File: config.mk
export PLATFORM = sky130hd
export DESIGN_NAME = ball_motion
export DESIGN_NICKNAME = d
export VERILOG_FILES = /design/src/rtl/pong_pkg.sv /design/src/rtl/step_divider.sv /design/src/rtl/ball_motion.sv
export SDC_FILE = /design/constraint.sdc
export NUM_CORES = 1
export LEC_CHECK = 0
export ABC_CLOCK_PERIOD_IN_PS = 6200
export CAP_MARGIN = 20
export CORE_ASPECT_RATIO = 0.5
export CORE_UTILIZATION = 40
export CTS_BUF_LIST = sky130_fd_sc_hd__clkbuf_8
export CTS_CLUSTER_SIZE = 16
export DETAILED_ROUTE_END_ITERATION = 8
export GPL_TIMING_DRIVEN = 0
export PLACE_DENSITY = 0.62
export SYNTH_ARGS = -nofsm -noshare
export SYNTH_HDL_FRONTEND = slang
export SYNTH_SLANG_ARGS = --single-unit
export TNS_END_PERCENT = 30
File: constraint.sdc
create_clock -name clk -period 6.2 [get_ports clk]
set_input_delay 1.86 -clock clk [delete_from_list [all_inputs] [get_ports clk]]
set_output_delay 1.86 -clock clk [all_outputs]
set_load 0.02 [all_outputs]
File: src/rtl/pong_pkg.sv
// Shared pong constants: grid limits, goal rows, direction encodings,
// ball FSM states and the paddle-coverage helper.
package pong_pkg;

  localparam logic [2:0] GRID_MAX = 3'd7;
  localparam logic [2:0] ROW_A    = 3'd0;
  localparam logic [2:0] ROW_B    = 3'd7;

  localparam logic DIR_RIGHT = 1'b1;
  localparam logic DIR_LEFT  = 1'b0;
  localparam logic DIR_DOWN  = 1'b1;
  localparam logic DIR_UP    = 1'b0;

  typedef enum logic [1:0] {
    IDLE,
    MOVE,
    GOAL,
    SERVE
  } state_t;

  // Widened to 4 bits so pad+width-1 cannot wrap past column 7.
  function automatic logic paddle_covers(input logic [2:0] pad,
                                         input logic [2:0] pos,
                                         input int unsigned width);
    logic [3:0] lo;
    logic [3:0] hi;
    lo = {1'b0, pad};
    hi = lo + 4'(width - 1);
    return ({1'b0, pos} >= lo) && ({1'b0, pos} <= hi);
  endfunction

endpackage

File: src/rtl/step_divider.sv
// Move-tick generator: free-running modulo-TICK_DIV counter with a
// one-clk step pulse on the last count; clear holds it at zero.
module step_divider #(
  parameter int unsigned TICK_DIV = 12500000
) (
  input  logic clk,
  input  logic rst,
  input  logic clear,
  output logic step
);

  localparam int unsigned CW = (TICK_DIV > 1) ? $clog2(TICK_DIV) : 1;
  localparam logic [CW-1:0] LAST = CW'(TICK_DIV - 1);

  logic [CW-1:0] r_count;

  always_ff @(posedge clk or posedge rst) begin
    if (rst) begin
      r_count <= '0;
    end else if (clear || r_count == LAST) begin
      r_count <= '0;
    end else begin
      r_count <= r_count + CW'(1);
    end
  end

  assign step = ~clear & (r_count == LAST);

endmodule

File: src/rtl/ball_motion.sv
// Ball position generator for the 8x8 pong grid: diagonal motion, wall and
// paddle reflection, and a single-cycle goal row on every paddle miss.
module ball_motion
  import pong_pkg::*;
#(
  parameter int unsigned TICK_DIV = 12500000,
  parameter int unsigned PADDLE_W = 3,
  parameter int unsigned SERVE_X  = 3,
  parameter int unsigned SERVE_Y  = 3
) (
  input  logic       clk,
  input  logic       rst,
  input  logic       playing,
  input  logic [2:0] paddleAX,
  input  logic [2:0] paddleBX,
  output logic [2:0] ballX,
  output logic [2:0] ballY,
  output logic       dirX,
  output logic       dirY,
  output logic       hitA,
  output logic       hitB
);

  localparam logic [2:0] SX     = 3'(SERVE_X);
  localparam logic [2:0] SY     = 3'(SERVE_Y);
  localparam logic [2:0] NEAR_A = ROW_A + 3'd1;
  localparam logic [2:0] NEAR_B = ROW_B - 3'd1;

  state_t     r_state;
  logic [2:0] r_ballX, r_ballY;
  logic       r_dirX, r_dirY, r_hitA, r_hitB;

  logic       w_step, w_clear;
  logic [2:0] w_nextX, w_nextY;
  logic       w_nextDirX, w_nextDirY;
  logic       w_hitA, w_hitB, w_goal;

  // Clearing on !playing as well keeps the counter at zero from the very
  // edge that drops the game back to IDLE.
  assign w_clear = (r_state == IDLE) || !playing;

  step_divider #(.TICK_DIV(TICK_DIV)) u_div (
    .clk  (clk),
    .rst  (rst),
    .clear(w_clear),
    .step (w_step)
  );

  always_comb begin
    w_nextX    = r_ballX;
    w_nextDirX = r_dirX;
    if (r_dirX == DIR_RIGHT && r_ballX == GRID_MAX) begin
      w_nextX    = GRID_MAX - 3'd1;
      w_nextDirX = DIR_LEFT;
    end else if (r_dirX == DIR_LEFT && r_ballX == 3'd0) begin
      w_nextX    = 3'd1;
      w_nextDirX = DIR_RIGHT;
    end else if (r_dirX == DIR_RIGHT) begin
      w_nextX = r_ballX + 3'd1;
    end else begin
      w_nextX = r_ballX - 3'd1;
    end
  end

  always_comb begin
    w_nextY    = r_ballY;
    w_nextDirY = r_dirY;
    w_hitA     = 1'b0;
    w_hitB     = 1'b0;
    w_goal     = 1'b0;
    if (r_dirY == DIR_UP) begin
      if (r_ballY == NEAR_A) begin
        if (paddle_covers(paddleAX, r_ballX, PADDLE_W)) begin
          w_nextY    = NEAR_A + 3'd1;
          w_nextDirY = DIR_DOWN;
          w_hitA     = 1'b1;
        end else begin
          w_nextY = ROW_A;
          w_goal  = 1'b1;
        end
      end else begin
        w_nextY = r_ballY - 3'd1;
      end
    end else begin
      if (r_ballY == NEAR_B) begin
        if (paddle_covers(paddleBX, r_ballX, PADDLE_W)) begin
          w_nextY    = NEAR_B - 3'd1;
          w_nextDirY = DIR_UP;
          w_hitB     = 1'b1;
        end else begin
          w_nextY = ROW_B;
          w_goal  = 1'b1;
        end
      end else begin
        w_nextY = r_ballY + 3'd1;
      end
    end
  end

  always_ff @(posedge clk or posedge rst) begin
    if (rst) begin
      r_state <= IDLE;
      r_ballX <= SX;
      r_ballY <= SY;
      r_dirX  <= DIR_RIGHT;
      r_dirY  <= DIR_DOWN;
      r_hitA  <= 1'b0;
      r_hitB  <= 1'b0;
    end else begin
      r_hitA <= 1'b0;
      r_hitB <= 1'b0;
      if (!playing) begin
        r_state <= IDLE;
        r_ballX <= SX;
        r_ballY <= SY;
        r_dirX  <= DIR_RIGHT;
        r_dirY  <= DIR_DOWN;
      end else begin
        unique case (r_state)
          IDLE: begin
            r_state <= MOVE;
            r_ballX <= SX;
            r_ballY <= SY;
            r_dirX  <= DIR_RIGHT;
            r_dirY  <= DIR_DOWN;
          end
          MOVE: begin
            if (w_step) begin
              r_ballX <= w_nextX;
              r_dirX  <= w_nextDirX;
              r_ballY <= w_nextY;
              r_dirY  <= w_nextDirY;
              r_hitA  <= w_hitA;
              r_hitB  <= w_hitB;
              if (w_goal) r_state <= GOAL;
            end
          end
          GOAL: begin
            r_state <= SERVE;
            r_ballX <= SX;
            r_ballY <= SY;
            r_dirY  <= (r_ballY == ROW_B) ? DIR_DOWN : DIR_UP;
          end
          SERVE: begin
            if (w_step) r_state <= MOVE;
          end
          default: r_state <= IDLE;
        endcase
      end
    end
  end

  assign ballX = r_ballX;
  assign ballY = r_ballY;
  assign dirX  = r_dirX;
  assign dirY  = r_dirY;
  assign hitA  = r_hitA;
  assign hitB  = r_hitB;

endmodule
==> results.toml, run 1 <==
[power_and_ir_drop]
comb_power_share_pct = 44.6
irDropWorstVdd_v = 0.0001003
switching_power_w = 0.0003339
leakagePower_nw = 1.176
cellPowerDensity_nw_per_um2 = 305.1
p_int_w = 0.0005156
seqPwrFrac_pct = 36.9
pwr-share-clk_pct = 18.5
swShare_pct = 39.30

[clocking]
cts_root_buffer = "clkbuf_8"
postCtsSetupRepairBufs = 0
cts_tree = "done"
post_cts_resized = 0
postCtsHoldBufs = 0
ctsHtreeMaxLevel = 2
clock_latency_ps = 290
clk_path_buf_depth = 2
cts_made_buffers = 5
clock_sinks = 36
clkTransAtPathRegs_ps = 70

[cells_and_area]
antenna_cells = 0
drive_above_1_share_pct = 8.784
nets = 327
fill_cells = 543
final_core_util_pct = 49.41
area.growth.synth_to_final_pct = 15.34

[yosys]
syn-cell-area_um2 = 2414
syn_inst = 270
ys_ff_latch = 36
syn_area_per_cell_um2 = 8.939
synth_flop_cell = "dfrtp_1"
synthTopCellsByArea = "dfrtp_1, ha_1, dfstp_2"
synth-edff-count = 0
synth_most_common_cell = "nor2_1"
synth_top_area_share_pct = 31.10
yosys.area.top_type = "dfrtp_1"
syn_nets = 302
async_flop_share_pct = 100.0
synthTopCellsByCount = "nor2_1, dfrtp_1, ha_1"
ys_types = 48
yosysSeqAreaShare_pct = 37.64
yosysWarnings = 0

[die]
rows = 19
core_um2 = 5634
initial_core_util_pct = 42.84
die_area_um2 = 6367
die_h_um = 56.93
io_pins = 19
die_x_um = 111.9

[sta]
setup-violations-final = 0
drv_slew = 0
fmax_mhz = 231.8
timing.final.crit_period_ps = 4314
hold_violations = 0
setup_tns_ps = 0
rsz0062_at_grt = "no"
fin_worst_skew_ps = 4.021
tightestPinTransition_ps = 554.9
post-route-period-util_pct = 69.58
slew_headroom_pct = 62.97

[drt]
drcViolationCount = 3
top_layer_used = "met4"
wl_met1_um = 2453
wl_met2_um = 2317
wire_per_inst_um = 13.45
drt_iter0_markers = 91
viasPerCell = 5.266
ant_nets = 0
met3_length_um = 120
drt_pass1_iterations = 6
vias = 1943
wirelength_um = 4964

[grt]
first_global_vias = 1963
grt_max_degree = 25
antenna_found_initial = 0
grt_pass1_wl_um = 8866
overflow = 0
grt_usage_pct = 17.38

[placement]
port_buffers = 17
gp_congestion = 0.8168
dpl.hpwl_um = 3835

[worst_setup_path]
cp.arrival_ps = 4490
worst-setup-path-type = "input pin to flip-flop"
critPathMaxStageDelay_ps = 460
worst_path_max_delay_cell = "or3b_2"
crit_buf_inv = 2
cp-start-kind = "input pin"
crit_path_cell_trace = "clkdlybuf4s50_1 > ha_1 > inv_1 > ha_1 > or3b_2 > a221oi_2 > o21ai_0 > nor3b_1 > a221o_1"
cp_top_family = "compound AO/OA/AOI/OAI gates"
cpMostUsedCell = "ha_1"
worst_setup_path_end_kind = "flip-flop"
crit_path_max_fanout = 3
cp.required_ps = 6370

[min_path]
hold_path.class = "flip-flop to flip-flop"

[status]
violations = "design-rule violations"
status = "complete, but fails checks"

[flow_run]
cap_violations = 0
==> kinds of logic after synthesis <==
| kind of cell | Yosys count | share of synthesized area [%] |
|---|---|---|
| compound gates | 47 | 13.01 |
| flops | 36 | 37.64 |
| fa+ha+maj | 23 | 12.23 |
| buf+inv | 27 | 4.872 |
| xor+xnor | 21 | 7.621 |
| simple gates | 116 | 24.62 |
==> metal layers <==
metal  track usage [%]  up-vias
met4             6.178        0
met3             3.024        9
li1                  -      990
met2             29.90       25
met5                 0        -
met1             22.36      919
==> cells in the final DEF (no fill, tap or decap), drive strengths merged, types with 4 or more instances in the layout <==
| master | n |
|---|---|
| xnor2 | 15 |
| xor2 | 6 |
| nor3 | 7 |
| nand3 | 15 |
| nand2 | 18 |
| dfstp | 6 |
| and4 | 4 |
| nor2 | 41 |
| a21oi | 17 |
| inv | 22 |
| o21ai | 7 |
| buf | 5 |
| nand2b | 4 |
| clkbuf | 8 |
| a21o | 4 |
| ha | 22 |
| nor4 | 4 |
| dfrtp | 30 |
| nand4 | 6 |
| clkdlybuf4s50 | 17 |
==> metrics by stage <==
stage                     total power (W)  setup slack [ps]  cell area [um^2]  hold WS, ps  std cells
after floorplan                 0.0005845              2280              2414        445.1        270
final                           0.0008495              1886              2784        479.2        369
after CTS                       0.0008597              1874              2784        487.8        369
after global routing            0.0009225              1730              2784        524.8        369
after global placement          0.0006801              1615              2675        466.2        360
after detailed placement        0.0006978              1588              2703        478.3        361
==> flip-flops by register name (all words and copies together) (netlist names) <==
register and cells:
u_div.r_count 24, ballX 3, ballY 3, r_state 2
dirX 1, dirY 1, hitA 1, hitB 1
==> path summary, 6_finish.rpt <==
kind	startpoint	end	slack (ps)	cells after the start
worst max-delay path	paddleAX[1]	r_state[0]	1890	9
worst min-delay path	u_div.r_count[0]	u_div.r_count[0]	480	1
worst max register to register	ballX[0]	r_state[0]	3390	8
worst min register to register	u_div.r_count[0]	u_div.r_count[0]	480	1
max in group asynchronous	rst	dirX	3700	3
min in group asynchronous	rst	u_div.r_count[5]	1920	2
==> power by group through the flow <==
stage,Sequential (W),Combinational [W],Clock [W]
after detailed placement,0.000319,0.000379,0
after global placement,0.000317,0.000363,0
after floorplan,0.000328,0.000257,0
after global routing,0.000321,0.000427,0.000174
final,0.000313,0.000379,0.000157
after CTS,0.000314,0.000382,0.000163
==> area by class of cell <==
cell class                 count  area, um^2  share of cell area (%)
sequential                    36       908.4                   32.63
tap                           73       91.34                   3.281
clock buffer                   5       68.82                   2.472
multi-input combinational    207        1388                   49.84
inverter                      20       75.07                   2.697
buffer                         7       42.54                   1.528
clock inverter                 3       12.51                  0.4494
timing repair buffer          18       197.7                   7.101
(Power assumes the default switching activity.)
==> inputs of run 2 (changes only) <==
--- a/config.mk
+++ b/config.mk
@@ -5,7 +5,7 @@
 export SDC_FILE = /design/constraint.sdc
 export NUM_CORES = 1
 export LEC_CHECK = 0
-export ABC_CLOCK_PERIOD_IN_PS = 6200
+export ABC_CLOCK_PERIOD_IN_PS = 4500
 export CAP_MARGIN = 20
 export CORE_ASPECT_RATIO = 0.5
 export CORE_UTILIZATION = 40
==> constraint.sdc (replaced) <==
create_clock -name clk -period 4.5 [get_ports clk]
set_input_delay 1.35 -clock clk [delete_from_list [all_inputs] [get_ports clk]]
set_output_delay 1.35 -clock clk [all_outputs]
set_load 0.02 [all_outputs]
==> results of run 2 <==
The final DEF is identical to that of run 1. Status: complete, but fails checks: design-rule violations.
Among the figures that moved: setup slack after placement 1588 ps -> 398.2 ps; setup slack after layout 1886 ps -> 696.0 ps; register-to-register setup slack 3390 ps -> 1690 ps; total power 0.0008495 W -> 0.001170 W; worst IR drop on VDD 0.0001003 V -> 0.0001382 V
==> RTL edit 1, RTL diff (flow settings as in run 1) <==
`TICK_DIV` is set to 12500000 in 2 places; all go to 25000000.
--- a/src/rtl/step_divider.sv
+++ b/src/rtl/step_divider.sv
@@ -2,5 +2,5 @@
 // one-clk step pulse on the last count; clear holds it at zero.
 module step_divider #(
-  parameter int unsigned TICK_DIV = 12500000
+  parameter int unsigned TICK_DIV = 25000000
 ) (
   input  logic clk,
--- a/src/rtl/ball_motion.sv
+++ b/src/rtl/ball_motion.sv
@@ -4,5 +4,5 @@
   import pong_pkg::*;
 #(
-  parameter int unsigned TICK_DIV = 12500000,
+  parameter int unsigned TICK_DIV = 25000000,
   parameter int unsigned PADDLE_W = 3,
   parameter int unsigned SERVE_X  = 3,
Check against the original RTL: same outputs for any inputs over 10 cycles, from zero or initial values and one cycle with rst high; that may be too few to reach the edited logic, so the function may still have changed.
==> RTL edit 1 against run 1 <==
Worst setup slack better by 0.21 ns; synthesized area increased by 3.1%; critical path depth stayed put; via count rose by 2.7%; first-iteration DRC count shrank 14%; power increased by 11%; sequential cell count up 1; combinational power increased by 17%; hold slack improved by 0.046 ns; design area increased by 2.6%; wire length is 3.2% higher; global-route usage fell by 0.093 points; non-clock buffer count decreased by 1.
==> RTL edit 1: results (changes against run 1) <==
| Metric | Value |
|---|---|
| Initial antenna violation count | `0 (unchanged)` |
| WP data arrival | `4.31 ns (was 4.49 ns)` |
| Path type of the worst min-delay path | `reg -> reg (unchanged)` |
| Final nets | `324 (was 327)` |
| Post-CTS setup buffer count | `0 (unchanged)` |
| Max VDD drop | `0.106 mV (was 0.100 mV)` |
| Yosys warns | `0 (unchanged)` |
| HPWL Detailed | `3700 microns (was 3830 microns)` |
| Syn_nets | `299 (was 302)` |
| Sequential share of the synthesized area | `37.5% (was 37.6%)` |
| Iteration-0 DRC Markers | `78 (was 91)` |
| Largest net degree at the start of global routing | `38 (was 25)` |
| Routability congestion estimate | `0.808 (was 0.817)` |
| Async SR Flop Fraction | `100% (unchanged)` |
| Drt first pass iters | `5 (was 6)` |
| Post-CTS Resized | `0 (unchanged)` |
| Worst Hold Margin | `0.525 ns (was 0.479 ns)` |
| Area contributors post-synth | `dfrtp_1 31%, ha_1 11%, dfstp_2 6.3% (was dfrtp_1 31%, ha_1 11%, dfstp_2 6.5%)` |
| R2r setup slk | `3.75 ns (was 3.39 ns)` |
| Via/cell ratio | `5.29 (was 5.27)` |
| CTS buffer count | `5 (unchanged)` |
| Fill count | `547 (was 543)` |
| Most frequent cells after synthesis | `31 x dfrtp_1, 30 x nor2_1, 22 x ha_1 (was 41 x nor2_1, 30 x dfrtp_1, 22 x ha_1)` |
| Critical-path maximum fanout | `4 (was 3)` |
| Layout cell share with drive strength beyond 1 | `9.56% (was 8.78%)` |
| Mapped Cells | `267 (was 270)` |
| Vias in the first global route | `1900 (was 1963)` |
| Clock-pin slew on the worst setup and hold paths | `0.08 ns` |
| NetSw | `387 uW (was 334 uW)` |
| Status | `completed (was finished, violations left)` |
| Worst clock skew | `0.00555 ns (was 0.00402 ns)` |
| Clk_lat worst skew | `0.29 ns (about the same)` |
| WL final | `5120 microns (was 4960 microns)` |
| Root Driver | `clkbuf_8 (unchanged)` |
| Total GRT Usage | `17.3% (was 17.4%)` |
| Max reg flops | `25 (was 24)` |
| First-pass GRT wire length | `8800 microns (was 8870 microns)` |
| Post-synth cell types | `51 (was 48)` |
| Biggest register | `u_div.r_count (unchanged)` |
| Relative slew slack | `46.9% (was 63.0%)` |
| H-tree levels | `2 (unchanged)` |
| Leakage power | `0.00123 uW (was 0.00118 uW)` |
| Port buffer count | `18 (was 17)` |
| Commonest non-fill, non-tap cell in the layout | `dfrtp_1 (was nor2_1)` |
| CTS max path bufs | `2 (unchanged)` |
| Diode count | `0 (unchanged)` |
==> RTL edit 1: area by class of cell <==
| class | instances | area share (%) |
|---|---|---|
| clock inverters | 3 | 0.482 |
| plain buffers | 6 | 1.40 |
| multi-input cells | 204 | 50.4 |
| clock buffers | 5 | 2.41 |
| repair buffers | 18 | 6.31 |
| well taps | 84 | 3.68 |
| inverters | 20 | 2.63 |
| flip-flops and latches | 37 | 32.7 |
==> RTL edit 1: per-layer routing <==
layer	wire length (microns)	up-vias	share of wire (%)	global-route usage [%]
met1	2550	958	50	22.8
met4	65	0	1.3	5.08
met3	194	6	3.8	3.87
li1	-	998	-	-
met5	0	-	0	0
met2	2310	33	45	28.9
==> RTL edit 1: per-stage QoR <==
step	setup slack, ns	cell area (sq um)	std cells	power, uW
finish	2.10	2860	377	943
global route	1.98	2860	377	1020
CTS	2.10	2860	377	946
detailed placement	1.80	2770	369	779
global placement	1.83	2770	369	765
floorplan	2.43	2490	267	651
==> RTL edit 1: cell families after synthesis <==
logic type	count (synthesis)	share of synthesized area (%)
AND/OR/NAND/NOR	113	24.8
AO/OA/AOI/OAI	44	12.7
buffers and inverters	26	4.63
multiplexers	1	0.402
XOR/XNOR	23	8.09
adder cells (fa/ha/maj)	23	11.9
flip-flops	37	37.5
==> RTL edit 1: worst paths after layout <==
| check | start | to | depth (start not counted) |
|---|---|---|---|
| min in group asynchronous | rst | u_div.r_count[3]$_DFF_PP0_ | 2 |
| max reg2reg | ballX[1]$_DFFE_PP1P_ | r_state[1]$_DFFE_PP0P_ | 6 |
| min | u_div.r_count[0]$_DFF_PP0_ | u_div.r_count[0]$_DFF_PP0_ | 1 |
| max in group asynchronous | rst | u_div.r_count[19]$_DFF_PP0_ | 2 |
| min reg2reg | u_div.r_count[0]$_DFF_PP0_ | u_div.r_count[0]$_DFF_PP0_ | 1 |
| max | paddleAX[1] | r_state[1]$_DFFE_PP0P_ | 9 |
==> RTL edit 1: power by group through the flow <==
stage	sequential (uW)	clock [uW]	combinational, uW
after global routing	342	179	502
after detailed placement	338	0	441
after global placement	336	0	429
after CTS	334	168	444
final	333	167	444
after floorplan	350	0	301
==> RTL edit 1: worst max-delay path: stages <==
cell	delay [ns]
clkdlybuf4s50_1	0.45
ha_1	0.29
inv_1	0.04
ha_1	0.29
or3b_2	0.44
a221o_1	0.36
a21o_1	0.21
and3_1	0.18
o211ai_1	0.18
==> RTL edit 2, RTL diff (settings of run 1) <==
Made on the original files. Make the reset (`rst`) synchronous in 2 clocked blocks.
--- a/src/rtl/step_divider.sv
+++ b/src/rtl/step_divider.sv
@@ -15,5 +15,5 @@
   logic [CW-1:0] r_count;
 
-  always_ff @(posedge clk or posedge rst) begin
+  always_ff @(posedge clk) begin
     if (rst) begin
       r_count <= '0;
--- a/src/rtl/ball_motion.sv
+++ b/src/rtl/ball_motion.sv
@@ -98,5 +98,5 @@
   end
 
-  always_ff @(posedge clk or posedge rst) begin
+  always_ff @(posedge clk) begin
     if (rst) begin
       r_state <= IDLE;
Behaviour: same outputs for any inputs over 10 cycles, from zero or initial values and one cycle with rst high; that may be too few to reach the edited logic, so the function may still have changed.
==> RTL edit 2 against run 1 <==
Worst setup slack gained 0.51 ns; critical path depth unchanged; count of clock-buffer cells in the layout rose by 2; first-iteration DRC count decreased by 31%; sequential cell count unchanged; wire length down 9.4%; sequential share of layout area is 5.2 points lower; design area decreased by 5.8%; register-to-register slack improved by 0.48 ns; core utilization rose by 1.7 points; synthesized area down 7.6%; global-route usage fell by 0.36 points; largest cell class unchanged.
Power is not compared: it rests on default switching activity, and its combinational part moved more than twofold at a synthesized area within 25%.
==> RTL edit 2: results (changes against run 1) <==
| Metric | Value |
|---|---|
| Relative slew slack | `60.1% (was 63.0%)` |
| Pre-CTS setup slack | `2.08 ns (was 1.59 ns)` |
| R2r worst-path depth | `7 (was 8)` |
| Post-synthesis mux area share | `1.80% (was 0%)` |
| M1 GR Usage | `21.1% (was 22.4%)` |
| Vias in the first global route | `1640 (was 1963)` |
| Iteration-0 DRC Markers | `63 (was 91)` |
| Post-Syn Area per Cell | `8.61 sq um (was 8.94 sq um)` |
| Most frequent cells after synthesis | `36 x dfxtp_1, 36 x nor2_1, 22 x ha_1 (was 41 x nor2_1, 30 x dfrtp_1, 22 x ha_1)` |
| Worst Hold Margin | `0.444 ns (was 0.479 ns)` |
| Post-synth cell types | `50 (was 48)` |
| Met3 usage | `3.93% (was 3.02%)` |
| First-pass GRT wire length | `7440 microns (was 8870 microns)` |
| Reg-to-Reg Start | `ballX[0]$_SDFFE_PP1P_ (was ballX[0]$_DFFE_PP1P_)` |
| Routability congestion estimate | `0.740 (was 0.817)` |
| Final nets | `316 (was 327)` |
| Async SR Flop Fraction | `0% (was 100%)` |
| Area contributors post-synth | `dfxtp_1 32%, ha_1 12%, xnor2_1 7.1% (was dfrtp_1 31%, ha_1 11%, dfstp_2 6.5%)` |
| Syn_nets | `291 (was 302)` |
| Post-synthesis xor/xnor area fraction | `9.03% (was 7.62%)` |
| Post-synthesis compound-gate area fraction | `12.9% (was 13.0%)` |
| Status | `completed (was finished, violations left)` |
| WP data arrival | `4.04 ns (was 4.49 ns)` |
| R2r setup slk | `3.87 ns (was 3.39 ns)` |
| GRT met2 Usage | `28.8% (was 29.9%)` |
| Hold Path Sink | `u_div.r_count[0]$_SDFF_PP0_ (was u_div.r_count[0]$_DFF_PP0_)` |
| Fill count | `503 (was 543)` |
| Synth Flop Type | `dfxtp_1 (was dfrtp_1)` |
| Layout cell share with drive strength beyond 1 | `6.67% (was 8.78%)` |
| Placed cell areas | `2500 sq um (was 2700 sq um)` |
| Via/cell ratio | `5.12 (was 5.27)` |
| WL final | `4500 microns (was 4960 microns)` |
| Largest net degree at the start of global routing | `13 (was 25)` |
| Fin area | `2620 sq um (was 2780 sq um)` |
| Worst clock skew | `0.00436 ns (was 0.00402 ns)` |
RTL edit 2: changes by cell type after synthesis, moves of 5 or more:
cell,change
dfxtp_1,+36
nor2_1,-5
and3_1,+7
dfrtp_1,-30
dfstp_2,-6
a21oi_1,-10
RTL edit 2: area by class of cell:
cell class,instances,area share [%]
clock inverter,1,1.14
clock buffer,7,3.67
multi-input combinational,199,53.9
inverter,17,2.43
timing repair buffer,18,6.87
sequential,36,27.5
buffer,7,1.14
tap,70,3.34
RTL edit 2: kinds of logic after synthesis:
logic type	Yosys count
AND/OR/NAND/NOR	112
AO/OA/AOI/OAI	37
flip-flops	36
buffers and inverters	24
XOR/XNOR	23
adder cells (fa/ha/maj)	23
multiplexers	4
RTL edit 2: layer usage:
layer / wire length (microns) / vias up / part of all wire (%)
li1: - / 956 / -
met1: 2240 / 832 / 50
met2: 2020 / 24 / 45
met3: 154 / 6 / 3.4
met4: 78 / 0 / 1.7
met5: 0 / - / 0
